===== config.mk =====
export PLATFORM = sky130hd
export DESIGN_NAME = led_decoder_seq
export DESIGN_NICKNAME = d
export VERILOG_FILES = /design/src/rtl/led_decoder_pkg.sv /design/src/rtl/onehot_decoder.sv /design/src/rtl/led_decoder_seq.sv
export SDC_FILE = /design/constraint.sdc
export NUM_CORES = 1
export LEC_CHECK = 0
export ABC_AREA = 1
export CELL_PAD_IN_SITES_DETAIL_PLACEMENT = 1
export CELL_PAD_IN_SITES_GLOBAL_PLACEMENT = 1
export CORE_MARGIN = 2
export CORE_UTILIZATION = 29
export DETAILED_ROUTE_END_ITERATION = 10
export PLACE_DENSITY_LB_ADDON = 0.1
export SLEW_MARGIN = 5
export SYNTH_ARGS = -nofsm -noshare
export SYNTH_HDL_FRONTEND = slang
export SYNTH_SLANG_ARGS = --single-unit

===== constraint.sdc =====
create_clock -name clk -period 1.9 [get_ports clk]
set_input_delay 0.57 -clock clk [delete_from_list [all_inputs] [get_ports clk]]
set_output_delay 0.57 -clock clk [all_outputs]
set_load 0.02 [all_outputs]

===== src/rtl/led_decoder_pkg.sv =====
// led_decoder_pkg: mode/state encodings shared by the led decoder block
package led_decoder_pkg;
  localparam logic [1:0] MODE_DECODE    = 2'b00;
  localparam logic [1:0] MODE_SCAN_UP   = 2'b01;
  localparam logic [1:0] MODE_SCAN_DOWN = 2'b10;
  localparam logic [1:0] MODE_PINGPONG  = 2'b11;
  typedef enum logic [1:0] {
    M_DECODE    = MODE_DECODE,
    M_SCAN_UP   = MODE_SCAN_UP,
    M_SCAN_DOWN = MODE_SCAN_DOWN,
    M_PINGPONG  = MODE_PINGPONG
  } mode_t;
  typedef enum logic [1:0] {
    S_IDLE = 2'd0,
    S_HOLD = 2'd1,
    S_UP   = 2'd2,
    S_DOWN = 2'd3
  } state_t;
endpackage


===== src/rtl/onehot_decoder.sv =====
// onehot_decoder: combinational one-hot decode with enable and output polarity
module onehot_decoder #(
  parameter int SEL_W      = 3,
  parameter int OUTS       = 2**SEL_W,
  parameter int ACTIVE_LOW = 0
) (
  input  logic [SEL_W-1:0] sel,
  input  logic             en,
  output logic [OUTS-1:0]  led
);
  localparam logic POL = ACTIVE_LOW != 0;
  assign led = {OUTS{POL}} ^ ({{(OUTS-1){1'b0}}, en} << sel);
endmodule


===== src/rtl/led_decoder_seq.sv =====
// led_decoder_seq: prescaled index sequencer (hold/scan/pingpong) driving a one-hot led bank
module led_decoder_seq
  import led_decoder_pkg::*;
#(
  parameter int SEL_W      = 3,
  parameter int OUTS       = 2**SEL_W,
  parameter int DIV_W      = 8,
  parameter int ACTIVE_LOW = 0
) (
  input  logic             clk,
  input  logic             rst_n,
  input  logic             en,
  input  logic [1:0]       mode,
  input  logic [SEL_W-1:0] sel,
  input  logic             load,
  input  logic [DIV_W-1:0] div,
  output logic [OUTS-1:0]  led,
  output logic [SEL_W-1:0] index,
  output logic             wrap
);
  state_t           state, state_d;
  mode_t            m;
  logic [1:0]       mode_q;
  logic [DIV_W-1:0] cnt, cnt_d;
  logic [SEL_W-1:0] idx_d;
  logic             dir, dir_d, dir_eff, chg, enter, step, top, bot, bounce, inc, dec, wrap_d, pp;
  assign m = mode_t'(mode);
  always_comb begin
    pp      = m == M_PINGPONG;
    chg     = en && mode != mode_q;
    enter   = en && pp && (chg || state == S_IDLE);
    dir_eff = enter || dir;
    step    = en && !load && !chg && cnt == div;
    top     = index == SEL_W'(OUTS-1);
    bot     = index == '0;
    bounce  = pp && (dir_eff ? top : bot);
    inc     = m == M_SCAN_UP || (pp && (dir_eff ? !top : bot));
    dec     = m == M_SCAN_DOWN || (pp && (dir_eff ? top : !bot));
    idx_d   = load ? sel : !step ? index : inc ? index + SEL_W'(1) : dec ? index - SEL_W'(1) : index;
    wrap_d  = step && ((m == M_SCAN_UP && top) || (m == M_SCAN_DOWN && bot) || bounce);
    dir_d   = (step && bounce) ? !dir_eff : dir_eff;
    cnt_d   = (!en || load || chg || step) ? '0 : cnt + DIV_W'(1);
    state_d = !en ? S_IDLE : m == M_DECODE ? S_HOLD : m == M_SCAN_UP ? S_UP :
              m == M_SCAN_DOWN ? S_DOWN : dir_d ? S_UP : S_DOWN;
  end
  always_ff @(posedge clk) begin
    if (!rst_n) begin
      state  <= S_IDLE;
      index  <= '0;
      cnt    <= '0;
      dir    <= 1'b1;
      wrap   <= 1'b0;
      mode_q <= mode;
    end else begin
      state  <= state_d;
      index  <= idx_d;
      cnt    <= cnt_d;
      dir    <= dir_d;
      wrap   <= wrap_d;
      mode_q <= mode;
    end
  end
  onehot_decoder #(.SEL_W(SEL_W), .OUTS(OUTS), .ACTIVE_LOW(ACTIVE_LOW)) u_dec (
    .sel(index),
    .en (state != S_IDLE),
    .led(led)
  );
endmodule


After elaboration in Yosys (flattened, before gate mapping). Index checks and enable logic that the tools add are counted.

Bits in writable memories: 0. Bits in latches: 0. Input port bits: 17. Memory bits (read-only): 0. Register bits after elaboration: 17. Output and inout bits: 12. Memories: 0.

Multiplexer cells: 12. Reduce and logical (&&, ||, !) cells: 38. Order comparisons: 0. Shift-type cells: 1. Divide/modulo/power cells: 0. Equal/unequal tests: 6. Multipliers: 0. Bitwise gates (word level): 2. Add/subtract/negate cells: 3.

Operator list (count): $logic_and 1x1->1 (13); $mux 3 (4); $logic_or 1x1->1 (9); $add 8x1->8 const B (1); $eq 8x8->1 (1); $mux 1 (8); $shl 1x3->8 (1); $logic_not 1->1 (6); $eq 2x2->1 const B (2); $logic_not 2->1 (2); $reduce_and 2->1 (2); $reduce_bool 2->1 (2); $add 3x1->3 const B (1); $eq 3x3->1 const B (1); $logic_not 3->1 (1); $reduce_bool 3->1 (1); $reduce_or 3->1 (1); $sub 3x1->3 const B (1); $eq 2x1->1 const B (1); $ne 2x2->1 (1); $not 1->1 (2); $reduce_or 2->1 (1).

Longest topological paths before layout. Gate-level depths: netlist (run 1).

Depth after elaboration: 13. Depth in mapped cells: 18.

Modules after synthesis. A second synthesis (run 1) with hierarchy kept.

Cells, all modules: 168. Area total of the unflattened synthesis: 1139.8 um^2.

Modules (own cells, without submodules): led_decoder_seq (area each 1078.5 um^2, cells each 153, seq. area each 340.3 um^2, instances 1); onehot_decoder (area each 61.3 um^2, cells each 15, seq. area each 0.0 um^2, instances 1).

Worst setup path after synthesis (run 1). No wires, ideal clock.

Path type: input-to-reg. Start point: in mode[0]. End point: reg index[1]. Setup time: 0.120 ns. Required time: 1.780 ns. Stages: 15. Path slack: 0.025 ns. Arrival time: 1.755 ns. Path through: inv_1 nand2_1 nand2_2 nand3_2 nand2_2 nand3_2 nand2_2 nand3_2 nand2_1 inv_1 ha_1 nand2_1 nand2_1 o21ai_1 a21oi_1.

Cells in the longest elaborated chain, start to end: 11. Elaborated cells on any way between the ends: 24.

RTL lines: from (decl) (RTL line led_decoder_seq.sv:13) `input logic [1:0] mode,`; $ne 2x2->1 (RTL line led_decoder_seq.sv:30) `chg = en && mode != mode_q;`; $logic_and 1x1->1 (RTL line led_decoder_seq.sv:30); $logic_or 1x1->1 (RTL line led_decoder_seq.sv:31) `enter = en && pp && (chg || state == S_IDLE);`; $logic_and 1x1->1 (RTL line led_decoder_seq.sv:31); $logic_or 1x1->1 (RTL line led_decoder_seq.sv:32) `dir_eff = enter || dir;`; $mux 1 (RTL line led_decoder_seq.sv:37) `inc = m == M_SCAN_UP || (pp && (dir_eff ? !top : bot));`; $logic_and 1x1->1 (RTL line led_decoder_seq.sv:37); $logic_or 1x1->1 (RTL line led_decoder_seq.sv:37); $mux 3 (3 in series) (RTL line led_decoder_seq.sv:39) `idx_d = load ? sel : !step ? index : inc ? index + SEL_W'(1) : dec ? index - SEL_W'(1) : index;`; to (signal assigned) (RTL line led_decoder_seq.sv:56) `index <= idx_d;`; to (decl) (RTL line led_decoder_seq.sv:18) `output logic [SEL_W-1:0] index,`.

Parallel ways exist; a longest one is shown, timed or not. The select of a mux whose other input is x is not followed. A chain may end at the register's enable or synchronous reset.

Worst setup path in the final report (run 1).
Start point: reg state[1]. End point: out led[7].

Cells in the longest elaborated chain, start to end: 2.

RTL lines: from (decl) (RTL line led_decoder_seq.sv:21) `state_t state, state_d;`; from (signal assigned) (RTL line led_decoder_seq.sv:55) `state <= state_d;`; $reduce_bool 2->1 (RTL line led_decoder_seq.sv:65) `.en (state != S_IDLE),`; $shl 1x3->8 (RTL line onehot_decoder.sv:12) `assign led = {OUTS{POL}} ^ ({{(OUTS-1){1'b0}}, en} << sel);`; to (decl) (RTL line led_decoder_seq.sv:17) `output logic [OUTS-1:0] led,`.

Every way passes these cells.

==> impl_metrics.toml, run 1 <==
[timing]
hold_viol_final = 0
worst_pin_slew_ns = 0.2199
slew_headroom_pct = 85.20
whs_ns = 0.4540
finalCriticalPeriod_ns = 1.835
max_freq_mhz = 545.0
rsz0062_at_grt = "true"
post-route-period-util_pct = 96.56
setup_ws_ns = 0.06529
setup_viol = 0
drv_slew = 0
fin_skew_ns = 0.003332

[clock_tree]
clk_latency_ns = 0.29
cts_tree = "yes"
cts_sinks = 17
cts-root-buf = "clkbuf_4"
ctsHoldBuffers = 0
cts_buffer_depth = 2
clk_pin_slew_ns = 0.10
h-tree-depth = 1
cts-buffers-inserted = 3

[critical_path]
setup.worst_path.class = "flop to output port"
crit_path_end_kind = "output port"
cp_max_fo = 4
arrival_ns = 1.26
reg2reg_depth = 14
rr_startpoint = "index[2]$_SDFFE_PN0P_"
startpoint_type = "flop"
critPathRequiredTime_ns = 1.33
cp-startpoint = "state[1]$_SDFF_PP0_"

[floorplan]
ioPinCount = 29
coreArea_sq_um = 3416
die_width_um = 64.20
rows = 21
start_util_pct = 30.77
dieArea_sq_um = 4122
chipHeight_um = 64.20

[synth]
seq_area_frac_synth_pct = 32.38
ys_warn_count = 0
syn-cell-area_sq_um = 1051
syn-instance-count = 160
avgSynthCellArea_sq_um = 6.569
synth_top_flop_cell = "dfxtp_1"
synth_edf_count = 0
synth-async-reset-ratio_pct = 0
synth_nets = 179
ys_ff_latch = 17
synth_cell_types = 22

[power_and_ir_drop]
p_seq_share_pct = 48.0
power_switching_share_pct = 28.88
vdd_ir_drop_max_uv = 243.3
p_sw_uw = 224.1
clkPwrFrac_pct = 26.0
power.leakage_uw = 0.0008001
power_frac_comb_pct = 26.0
power_density_nw_per_um2 = 472.6
internal-power_uw = 551.7

[routing]
wl_per_cell_um = 11.13
ant_nets = 0
drt_iter0_drc = 16
finalWirelength_um = 3017
wl_met2_um = 1657
drt_pass1_iterations = 2
via_per_inst = 4.450
via_count = 1206
met1_length_um = 1227
met3_length_um = 95
highest_layer = "met4"
drc = 0

[grt]
grt_max_degree = 10
antenna_found_initial = 0
grtUsageTotal_pct = 15.45
overflow = 0
grt_pass1_wl_um = 5016
first_global_vias = 1238

[placed_design]
pre_cts_ws_ns = -0.6007
place_hpwl_um = 2566
placed_cells = 263
portBuffers = 28
place.gp.congestion = 0.7793
placed_cell_area_sq_um = 1607

[layout]
fin_nets = 245
diodes = 0
final_core_util_pct = 48.06
final_area_sq_um = 1642
layoutNonFillerInstCount = 271
drive_gt1_share_pct = 32.89
area_growth_pct = 56.19

[worst_hold_path]
hold_path.class = "input pin to flop"
hold_depth = 1
hp-start = "mode[0]"

[job]
maxCapViolCount = 0

[run_status]
status = "finished, final reports clean"
==> cell families after synthesis <==
logic type / Yosys count / synth area share, %
flops: 17 / 32.38
buf+inv: 26 / 9.286
compound gates: 6 / 3.095
simple gates: 99 / 44.52
fa+ha+maj: 2 / 2.381
xor+xnor: 10 / 8.333
==> placed cells by master, fill, tap and decap left out, drive strengths merged <==
cell / instances
dlygate4sd2: 4
clkdlybuf4s15: 1
xnor2: 4
ha: 2
xor2: 6
dfxtp: 17
a22oi: 1
a21oi: 3
nand3: 14
nor2: 24
nor4: 1
o21ai: 2
or2: 2
nor3: 9
nand4: 1
buf: 41
clkdlybuf4s50: 14
clkbuf: 5
nor3b: 2
nand2: 46
inv: 26
==> critical path, cell delays in order, from the launching register on <==
cell             delay [ns]
dfxtp_1                0.31
or2_4                  0.27
inv_1                  0.08
nor2_1                 0.04
clkdlybuf4s15_1        0.28
==> routing by layer <==
layer / vias up / GRT usage, %
li1: 626 / -
met1: 559 / 16.70
met2: 17 / 30.34
met3: 4 / 2.289
met4: 0 / 4.787
met5: - / 0
==> repair_timing <==
action,CTS,global route
setup endpoints to repair,17,10
cloned,0,0
buffers inserted,3,1
gates resized for setup,39,22
pin swaps,4,2
==> through the flow <==
step | power (uW) | TNS (ns)
floorplan | 463.7 | 0
global placement | 578.8 | -4.106
detailed placement | 584.2 | -4.650
CTS | 790.7 | 0
global route | 828.4 | -0.02930
finish | 775.8 | 0
==> flip-flops by register name (all words and copies together) (netlist names) <==
register	count
dir	1
wrap	1
cnt	8
state	2
index	3
mode_q	2
==> path summary, 6_finish.rpt <==
path,end,slack [ns]
max,led[7],0.07
min,mode_q[0]$_DFF_P_,0.45
max reg2reg,index[1]$_SDFFE_PN0P_,0.18
min reg2reg,cnt[0]$_SDFF_PP0_,0.48
==> final cells by class <==
cell class	instances	area, sq um
Clock buffer	4	26.28
Fill cell	473	1774
Inverter	26	97.59
Multi-Input combinational cell	117	638.1
Sequential cell	17	344.1
Tap cell	46	57.56
Timing Repair Buffer	61	478.0
==> power by group through the flow <==
stage               sequential (uW)  combinational [uW]  clock [uW]
finish                          372                 201         202
global route                    375                 221         232
CTS                             372                 204         215
detailed placement              380                 205           0
global placement                379                 199           0
floorplan                       386                78.1           0
==> cells in the mapped netlist, types with 2 or more instances <==
| library cell | n | area share (%) |
|---|---|---|
| nand3_2 | 4 | 3.8 |
| dfxtp_1 | 17 | 32 |
| xor2_1 | 6 | 5.0 |
| ha_1 | 2 | 2.4 |
| nor3b_1 | 2 | 1.4 |
| nand2_1 | 40 | 14 |
| nor2_1 | 21 | 7.5 |
| inv_2 | 2 | 0.71 |
| xnor2_1 | 4 | 3.3 |
| o21ai_1 | 2 | 0.95 |
| nor2_2 | 3 | 1.8 |
| nand2_2 | 5 | 3.0 |
| a21oi_1 | 3 | 1.4 |
| inv_1 | 24 | 8.6 |
| nor3_1 | 9 | 4.3 |
| nand3_1 | 10 | 4.8 |
Power figures use the tool's default switching activity.
==> inputs of run 2 (changes only) <==
PLACE_DENSITY_LB_ADDON = 0.15   (was 0.1)
==> run 2 against run 1 <==
Global-route usage is 1.5 points higher. Power is 2.3% higher. Wire length is 6.3% higher. Flip-flop and latch count stayed put. Clock power is 6% higher. Hold slack worse by 0.019 ns. Maximum frequency is 1.2% higher. Clock-buffer cell count is 1 lower. Sequential power hardly changed. First-iteration DRC count is 140% higher. Critical endpoint is now index[1]$_SDFFE_PN0P_. Largest cell class unchanged.
==> impl_metrics.toml, run 2 (synthesis gave the netlist of run 1 again) <==
[layout]
final_core_util_pct = 48.79
drive_gt1_share_pct = 34.67
fin_nets = 245
reg_top3 = "cnt (8), index (3)"
layoutNonFillerInstCount = 271
largest_reg_flops = 8
regMostFlops = "cnt"
final_common_cell = "nand2_1"
area_growth_pct = 58.57
mostFrequentLayoutCells = "38 x nand2_1, 35 x buf_4, 19 x inv_1, 19 x nor2_1, 14 x dfxtp_1"
diodes = 0

[clock_tree]
h-tree-depth = 1
cts_buffer_depth = 2
cts_tree = "yes"
cts-buffers-inserted = 3
clk_pin_slew_ns = 0.12
ctsHoldBuffers = 0
cts-root-buf = "clkbuf_4"
cts_sinks = 17
clk_latency_ns = 0.30

[placed_design]
place_hpwl_um = 2713
place.gp.congestion = 0.7548
placed_cells = 263
portBuffers = 28

[timing]
setup_viol = 0
finalCriticalPeriod_ns = 1.812
slew_headroom_pct = 84.41
rsz0062_at_grt = "true"
post-route-period-util_pct = 95.39
drv_slew = 0
fin_skew_ns = 0.006246
hold_viol_final = 0
worst_pin_slew_ns = 0.2335
max_freq_mhz = 551.8

[critical_path]
arrival_ns = 2.01
reg2reg_depth = 14
crit_path_end_kind = "flop"
startpoint_type = "input pin"
crit_slowest_cell = "clkdlybuf4s50_1"
critPathRequiredTime_ns = 2.09
slowest_delay_ns = 0.41
worstPathCellList = "clkdlybuf4s50_1 > xor2_1 > nor2_1 > nand3_2 > nor2_4 > nand2_1 > inv_2 > nor2_2 > o21ai_1 > a21oi_1"
cp_max_fo = 3
setup.worst_path.class = "input pin to flop"

[floorplan]
ioPinCount = 29
start_util_pct = 30.77
coreArea_sq_um = 3416
rows = 21
dieArea_sq_um = 4122
die_width_um = 64.20
chipHeight_um = 64.20

[power_and_ir_drop]
clkPwrFrac_pct = 26.9
power_switching_share_pct = 30.47
power_density_nw_per_um2 = 476.1
internal-power_uw = 551.7
power.leakage_uw = 0.0008527
vdd_ir_drop_max_uv = 315.9
p_sw_uw = 241.8
p_seq_share_pct = 47.0
power_frac_comb_pct = 26.1

[grt]
overflow = 0
top_usage_layer = "met2"
grt_pass1_wl_um = 5451
antenna_found_initial = 0
grtUsageTotal_pct = 16.97
grt_max_degree = 12
met3_usage_pct = 4.049
met1_usage_pct = 16.93
use_met2_pct = 33.46
first_global_vias = 1279

[routing]
ant_nets = 0
drc = 0
drt_pass1_iterations = 4
via_count = 1216
via_per_inst = 4.487
finalWirelength_um = 3207
drt_iter0_drc = 39
wl_per_cell_um = 11.83

[run_status]
status = "finished, final reports clean"

[worst_hold_path]
hold_depth = 1
hold_path.class = "input pin to flop"

[job]
maxCapViolCount = 0
## run 2: cell types whose count changed in the layout (fill, tap and decap cells not counted), sizes merged
cell	previous run	this run
dlymetal6s2s	0	5
clkdlybuf4s50	14	10
buf	41	43
clkbuf	5	3
clkdlybuf4s15	1	0
clkinvlp	0	1
dlygate4sd2	4	3
## run 2: final cells by class
cell class                      count  area, sq um
Fill cell                         458         1749
Multi-Input combinational cell    117        643.1
Timing Repair Buffer               61        491.7
Sequential cell                    17        346.6
Inverter                           26        97.59
Tap cell                           46        57.56
Clock buffer                        3        22.52
Clock inverter                      1        7.507
## run 2: worst max-delay path, delay by kind of cell
| kind | cells | cell delay (ns) |
|---|---|---|
| buffers and inverters | 2 | 0.50 |
| xor gates and xnor gates | 1 | 0.16 |
| AOI/OAI and AO/OA | 2 | 0.18 |
| and+or+nand+nor | 5 | 0.58 |
## run 2: final timing paths
path,start,end,slack [ns]
setup reg to reg,state[1]$_SDFF_PP0_,index[1]$_SDFFE_PN0P_,0.13
setup / recovery,div[7],index[1]$_SDFFE_PN0P_,0.09
hold / removal,mode[0],mode_q[0]$_DFF_P_,0.44
hold reg to reg,cnt[0]$_SDFF_PP0_,cnt[0]$_SDFF_PP0_,0.49
## run 2: layer usage
metal | wire length (um) | vias to the layer above
met5 | 0 | -
met4 | 61 | 0
met3 | 117 | 6
met2 | 1688 | 21
met1 | 1338 | 559
li1 | - | 630
## run 2: power by group through the flow
stage               clock [uW]  combinational (uW)  sequential, uW
global placement             0                 198             380
floorplan                    0                78.1             386
global route               243                 227             375
finish                     214                 207             373
CTS                        223                 205             372
detailed placement           0                 205             380
## run 2: repair_timing
item                       4_1_cts  5_1_grt
setup endpoints to repair       14       11
buffers inserted                 2        2
pin swaps                        3       14
cloned                           0        0
resized for setup               44       29
## run 2: stage by stage
step	TNS, ns	total power [uW]	worst slack (ns)	hold WS, ns	cell area [sq um]
after floorplan	0	463.7	0.02464	0.4401	1051
after global placement	-3.343	577.2	-0.5580	0.4572	1607
after detailed placement	-4.299	584.3	-0.6169	0.4654	1607
after CTS	0	799.5	0.001648	0.4953	1647
after global routing	-0.06395	844.6	-0.03270	0.4166	1667
final	0	793.5	0.08762	0.4352	1667
